## src/rtl/conway_pkg.sv

```systemverilog
// Shared types and rule constants for the Life cell-update pipeline.
// Holds the inter-stage beat struct and the B3/S23 rule thresholds.
package conway_pkg;

    localparam int MAX_PARTIAL_SUM = 4;
    localparam int BIRTH_COUNT     = 3;
    localparam int SURVIVE_MIN     = 2;
    localparam int SURVIVE_MAX     = 3;

    typedef struct packed {
        logic       alive;
        logic [3:0] count;
        logic       last;
    } cell_beat_t;

endpackage

```

## src/rtl/cell_rule_eval.sv

```systemverilog
// Combinational Conway B3/S23 rule: (alive, count) -> next_alive.
// Ports: i_alive, i_count[3:0] in; o_next_alive out.
module cell_rule_eval
    import conway_pkg::*;
(
    input  logic       i_alive,
    input  logic [3:0] i_count,
    output logic       o_next_alive
);

    logic w_birth;
    logic w_survive;

    // Counts above 8 cannot match either term, so they evaluate dead.
    assign w_birth   = (i_count == 4'(BIRTH_COUNT));
    assign w_survive = i_alive
                     & (i_count >= 4'(SURVIVE_MIN))
                     & (i_count <= 4'(SURVIVE_MAX));

    assign o_next_alive = w_birth | w_survive;

endmodule

```

## src/rtl/neighbour_sum_rule_pipe.sv

```systemverilog
// Two-stage valid/ready pipe: merges partial neighbour sums, applies B3/S23.
// Ports: in_* beat + handshake, out_* beat + handshake, pop_valid,
// gen_population (per-generation live count), range_err (sticky).
module neighbour_sum_rule_pipe
    import conway_pkg::*;
#(
    parameter int POP_WIDTH = 16
) (
    input  logic                 clk,
    input  logic                 rst_n,
    input  logic                 in_valid,
    output logic                 in_ready,
    input  logic                 in_alive,
    input  logic [2:0]           in_sum_a,
    input  logic [2:0]           in_sum_b,
    input  logic                 in_last,
    output logic                 out_valid,
    input  logic                 out_ready,
    output logic                 out_alive,
    output logic [3:0]           out_count,
    output logic                 out_last,
    output logic                 pop_valid,
    output logic [POP_WIDTH-1:0] gen_population,
    output logic                 range_err
);

    localparam logic [POP_WIDTH-1:0] POP_MAX = '1;

    logic                 r_s1_valid;
    cell_beat_t           r_s1;
    logic                 r_s2_valid;
    cell_beat_t           r_s2;
    logic [POP_WIDTH-1:0] r_pop_cnt;
    logic [POP_WIDTH-1:0] r_gen_pop;
    logic                 r_pop_valid;
    logic                 r_range_err;

    logic                 w_s2_load;
    logic                 w_s1_adv;
    logic                 w_in_fire;
    logic                 w_out_fire;
    logic [3:0]           w_sum;
    logic                 w_next_alive;
    logic                 w_bad_sum;
    logic [POP_WIDTH-1:0] w_pop_next;

    // S2 can take a beat when empty or when its beat leaves this cycle.
    assign w_s2_load  = !r_s2_valid | out_ready;
    assign w_s1_adv   = r_s1_valid & w_s2_load;
    assign in_ready   = !r_s1_valid | w_s1_adv;
    assign w_in_fire  = in_valid & in_ready;
    assign w_out_fire = r_s2_valid & out_ready;

    assign w_sum = {1'b0, in_sum_a} + {1'b0, in_sum_b};

    assign w_bad_sum = (in_sum_a > 3'(MAX_PARTIAL_SUM))
                     | (in_sum_b > 3'(MAX_PARTIAL_SUM));

    cell_rule_eval u_rule (
        .i_alive      (r_s1.alive),
        .i_count      (r_s1.count),
        .o_next_alive (w_next_alive)
    );

    // Saturating add of the leaving beat's state to the running count.
    always_comb begin
        w_pop_next = r_pop_cnt;
        if (r_s2.alive && r_pop_cnt != POP_MAX) begin
            w_pop_next = r_pop_cnt + 1'b1;
        end
    end

    always_ff @(posedge clk or negedge rst_n) begin
        if (!rst_n) begin
            r_s1_valid <= 1'b0;
            r_s1       <= '0;
        end else if (in_ready) begin
            r_s1_valid <= in_valid;
            if (in_valid) begin
                r_s1 <= '{alive: in_alive,
                          count: w_sum,
                          last:  in_last};
            end
        end
    end

    // S2 stores the rule result in place of the current state.
    always_ff @(posedge clk or negedge rst_n) begin
        if (!rst_n) begin
            r_s2_valid <= 1'b0;
            r_s2       <= '0;
        end else if (w_s2_load) begin
            r_s2_valid <= r_s1_valid;
            if (r_s1_valid) begin
                r_s2 <= '{alive: w_next_alive,
                          count: r_s1.count,
                          last:  r_s1.last};
            end
        end
    end

    always_ff @(posedge clk or negedge rst_n) begin
        if (!rst_n) begin
            r_pop_cnt   <= '0;
            r_gen_pop   <= '0;
            r_pop_valid <= 1'b0;
        end else begin
            r_pop_valid <= 1'b0;
            if (w_out_fire) begin
                if (r_s2.last) begin
                    r_gen_pop   <= w_pop_next;
                    r_pop_valid <= 1'b1;
                    r_pop_cnt   <= '0;
                end else begin
                    r_pop_cnt <= w_pop_next;
                end
            end
        end
    end

    always_ff @(posedge clk or negedge rst_n) begin
        if (!rst_n) begin
            r_range_err <= 1'b0;
        end else if (w_in_fire && w_bad_sum) begin
            r_range_err <= 1'b1;
        end
    end

    assign out_valid      = r_s2_valid;
    assign out_alive      = r_s2.alive;
    assign out_count      = r_s2.count;
    assign out_last       = r_s2.last;
    assign pop_valid      = r_pop_valid;
    assign gen_population = r_gen_pop;
    assign range_err      = r_range_err;

endmodule

```

## config.mk

```make
export PLATFORM = sky130hd
export DESIGN_NAME = neighbour_sum_rule_pipe
export DESIGN_NICKNAME = d
export VERILOG_FILES = /design/src/rtl/conway_pkg.sv /design/src/rtl/cell_rule_eval.sv /design/src/rtl/neighbour_sum_rule_pipe.sv
export SDC_FILE = /design/constraint.sdc
export NUM_CORES = 1
export LEC_CHECK = 0
export ABC_AREA = 1
export CORE_AREA = 2 2 72 74
export DETAILED_ROUTE_END_ITERATION = 8
export DIE_AREA = 0 0 74 76
export PLACE_DENSITY_LB_ADDON = 0.05
export SLEW_MARGIN = 30
export SYNTH_ARGS = -nofsm -noshare
export SYNTH_HDL_FRONTEND = slang
export SYNTH_SLANG_ARGS = --single-unit
```

## constraint.sdc

```tcl
create_clock -name clk -period 1.6 [get_ports clk]
set_input_delay 0.32 -clock clk [delete_from_list [all_inputs] [get_ports clk]]
set_output_delay 0.32 -clock clk [all_outputs]
set_load 0.005 [all_outputs]
```

==> out/metrics.cfg <==
[grt]
use_met1 = 0.2903
grt-ovfl-total = 0
first_global_vias = 2086
grt_pass1_wl_um = 9246
grt.busiest_layer = met2
antenna_found_initial = 0
use_met2 = 0.3232
grt_max_degree = 33
grt_use_met3 = 0.03968
grtUsageTotal = 0.2075

[die]
die-height_um = 76
die_w_um = 74
start_util = 0.5104
core.rowCount = 26
io_pins = 38
die-area_um2 = 5624
core-area_um2 = 4912

[clock_network]
cts.path.max_buffers = 2
worstSkewPairLatency_ns = 0.31
cts_sinks = 48
cts_root_buffer = clkbuf_8
path_clk_slew_ns = 0.09
cts.htree.levels = 2
tritoncts = done
cts_made_buffers = 5

[drt]
vias_per_cell = 4.796
routedWlPerCell_um = 11.37
firstDrtPassIters = 4
postRouteAntennaNets = 0
drt_iter0_drc = 126
via_count = 2235
drc = 0
wl_um = 5299

[yosys]
synth_top_area_share = 0.4790
synth_async_sr_flop_share = 1.000
synthesis.nets = 349
yosysWarningCount = 0
synth-seq-cells = 48
yosysUniqueCellTypes = 29
syn-instance-count = 332
synth_edf_count = 0
netlist_area_um2 = 2507
synth.area.top_cells = dfrtp_1, nand2_1, nand3_1
ys_seq_area_frac = 0.4790
ys.flop_type = dfrtp_1
synth_area_per_cell_um2 = 7.552
synth_top_cell_by_area = dfrtp_1

[layout]
nNetsFinal = 412
drive_gt1_frac = 0.1465
diodes = 0
syn_to_final_growth_pct = 29.39

[critical_path]
critPathTopFamily = buffers and inverters
cp.buffers_inverters = 1
worstSetupEndpointType = primary output
path_class = reg -> out
cp_max_fo = 5
cp_slowest_cell = clkdlybuf4s50_1
worstPathRequired_ns = 1.28
worstPathArrival_ns = 1.23
crit_path_cell_trace = clkdlybuf4s50_1
cp_slowest_stage_delay_ns = 0.51
startpoint_type = register

[timing]
clock-skew-final_ns = 0.008409
timing.max_slew.rel_slack = 0.7362
hold_viol = 0
post-route-period-util = 0.9678
finalWorstSetupSlack_ns = 0.05151
fmax_mhz = 645.8
period_minus_slack_ns = 1.548
tightest_slew_ns = 0.3956
tns_ns = 0
rsz0062_at_grt = false
finalSetupViolCount = 0
slew_violations = 0

[place]
io_buffers = 37
place_hpwl_um = 3913
gp_congestion = 0.9156
post-place-ws_ns = -0.2146

[power_and_ir_drop]
p_total_mw = 2.822
peakVddDrop_mv = 0.6708
p_leak_nw = 1.645
p_per_area_nw_per_um2 = 869.7

[min_path]
hold_path.class = in -> async

[run]
cap_viol_max_count = 0

[run_status]
status = completed

[final timing paths]
check                        startpoint            endpoint  slack [ns]  cells after the start
max                           out_valid           out_valid        0.05                      1
min                               rst_n           pop_valid        0.46                      2
max reg2reg                r_pop_cnt[1]  gen_population[14]        0.12                      8
min reg2reg                   range_err           range_err        0.47                      1
max in group asynchronous         rst_n           out_valid        0.64                      3
min in group clk              range_err           range_err        0.47                      1
[Yosys cell counts, types with 2 or more instances]
cell type,instances
ha_1,4
a21oi_1,2
o21ai_0,10
dfrtp_1,48
inv_1,32
nor2_2,3
nand3_1,40
nand3_2,6
buf_2,2
xor2_1,2
nor2_1,18
nand2_1,145
nor2_4,2
inv_2,2
clkbuf_1,2
[placed cells by master (no fill, tap or decap), types with 2 or more instances in the layout]
| cell type | synthesis | layout |
|---|---|---|
| nand2_1 | 145 | 144 |
| nor2_4 | 2 | 2 |
| inv_2 | 2 | 2 |
| nand3_2 | 6 | 6 |
| o21ai_0 | 10 | 10 |
| clkbuf_8 | 0 | 5 |
| nand2_2 | 1 | 2 |
| inv_1 | 32 | 32 |
| nor2_2 | 3 | 6 |
| nor2_1 | 18 | 15 |
| nand3_1 | 40 | 40 |
| dfrtp_1 | 48 | 46 |
| xor2_1 | 2 | 2 |
| a21oi_1 | 2 | 2 |
| buf_4 | 1 | 21 |
| clkinv_2 | 0 | 2 |
| dfrtp_2 | 0 | 2 |
| ha_1 | 4 | 3 |
| clkdlybuf4s50_1 | 0 | 35 |
| buf_12 | 0 | 2 |
[routing by layer]
metal  part of all wire  up-vias  wire [um]
met2               0.48       39       2554
met4             0.0083        0         44
li1                   -     1162          -
met5                  0        -          0
met3              0.033        5        176
met1               0.48     1029       2523
[logic make-up (layout without fill, tap and decap cells)]
kind of cell | count (synthesis) | count (layout) | share of synthesized area
AO/OA/AOI/OAI | 15 | 15 | 0.03194
adder cells (fa/ha/maj) | 5 | 5 | 0.02795
AND/OR/NAND/NOR | 221 | 221 | 0.3872
flip-flops | 48 | 48 | 0.4790
XOR/XNOR | 2 | 2 | 0.006987
buffers and inverters | 41 | 105 | 0.06687
[layout make-up]
class | count | area, um^2
clock buffer | 5 | 68.82
clock inverter | 3 | 18.77
fill | 451 | 1668
inverter | 35 | 131.4
multi-input combinational | 243 | 1151
sequential | 48 | 1204
tap | 70 | 87.58
timing repair buffer | 62 | 583.1
[what timing repair did]
action,4_1_cts,5_1_grt
hold endpoints to repair,16,0
resized for setup,1,8
setup buffers,1,2
endpoints found under the setup margin,2,18
hold buffers,1,0
pin swaps,0,2
[state kept, by name, indices dropped and copies added (netlist names)]
register,flops
r_s1,6
out_alive,1
r_pop_cnt,16
out_valid,1
out_count,4
gen_population,16
out_last,1
pop_valid,1
range_err,1
r_s1_valid,1
[power by group]
group	switching, mW	internal, mW
combinational	0.320	0.357
clock	0.415	0.305
sequential	0.0822	1.34
total	0.818	2.00
[per-stage QoR]
step | cell area, um^2 | utilization | hold WS (ns) | cells
finish | 3244 | 0.6605 | 0.4564 | 466
global route | 3244 | 0.6605 | 0.5009 | 466
CTS | 3211 | 0.6536 | 0.4665 | 464
detailed placement | 3107 | 0.6325 | 0.2682 | 454
global placement | 3107 | 0.6325 | 0.2627 | 454
floorplan | 2507 | - | 0.02441 | 332
No activity file was read; power rests on OpenSTA's default activity.
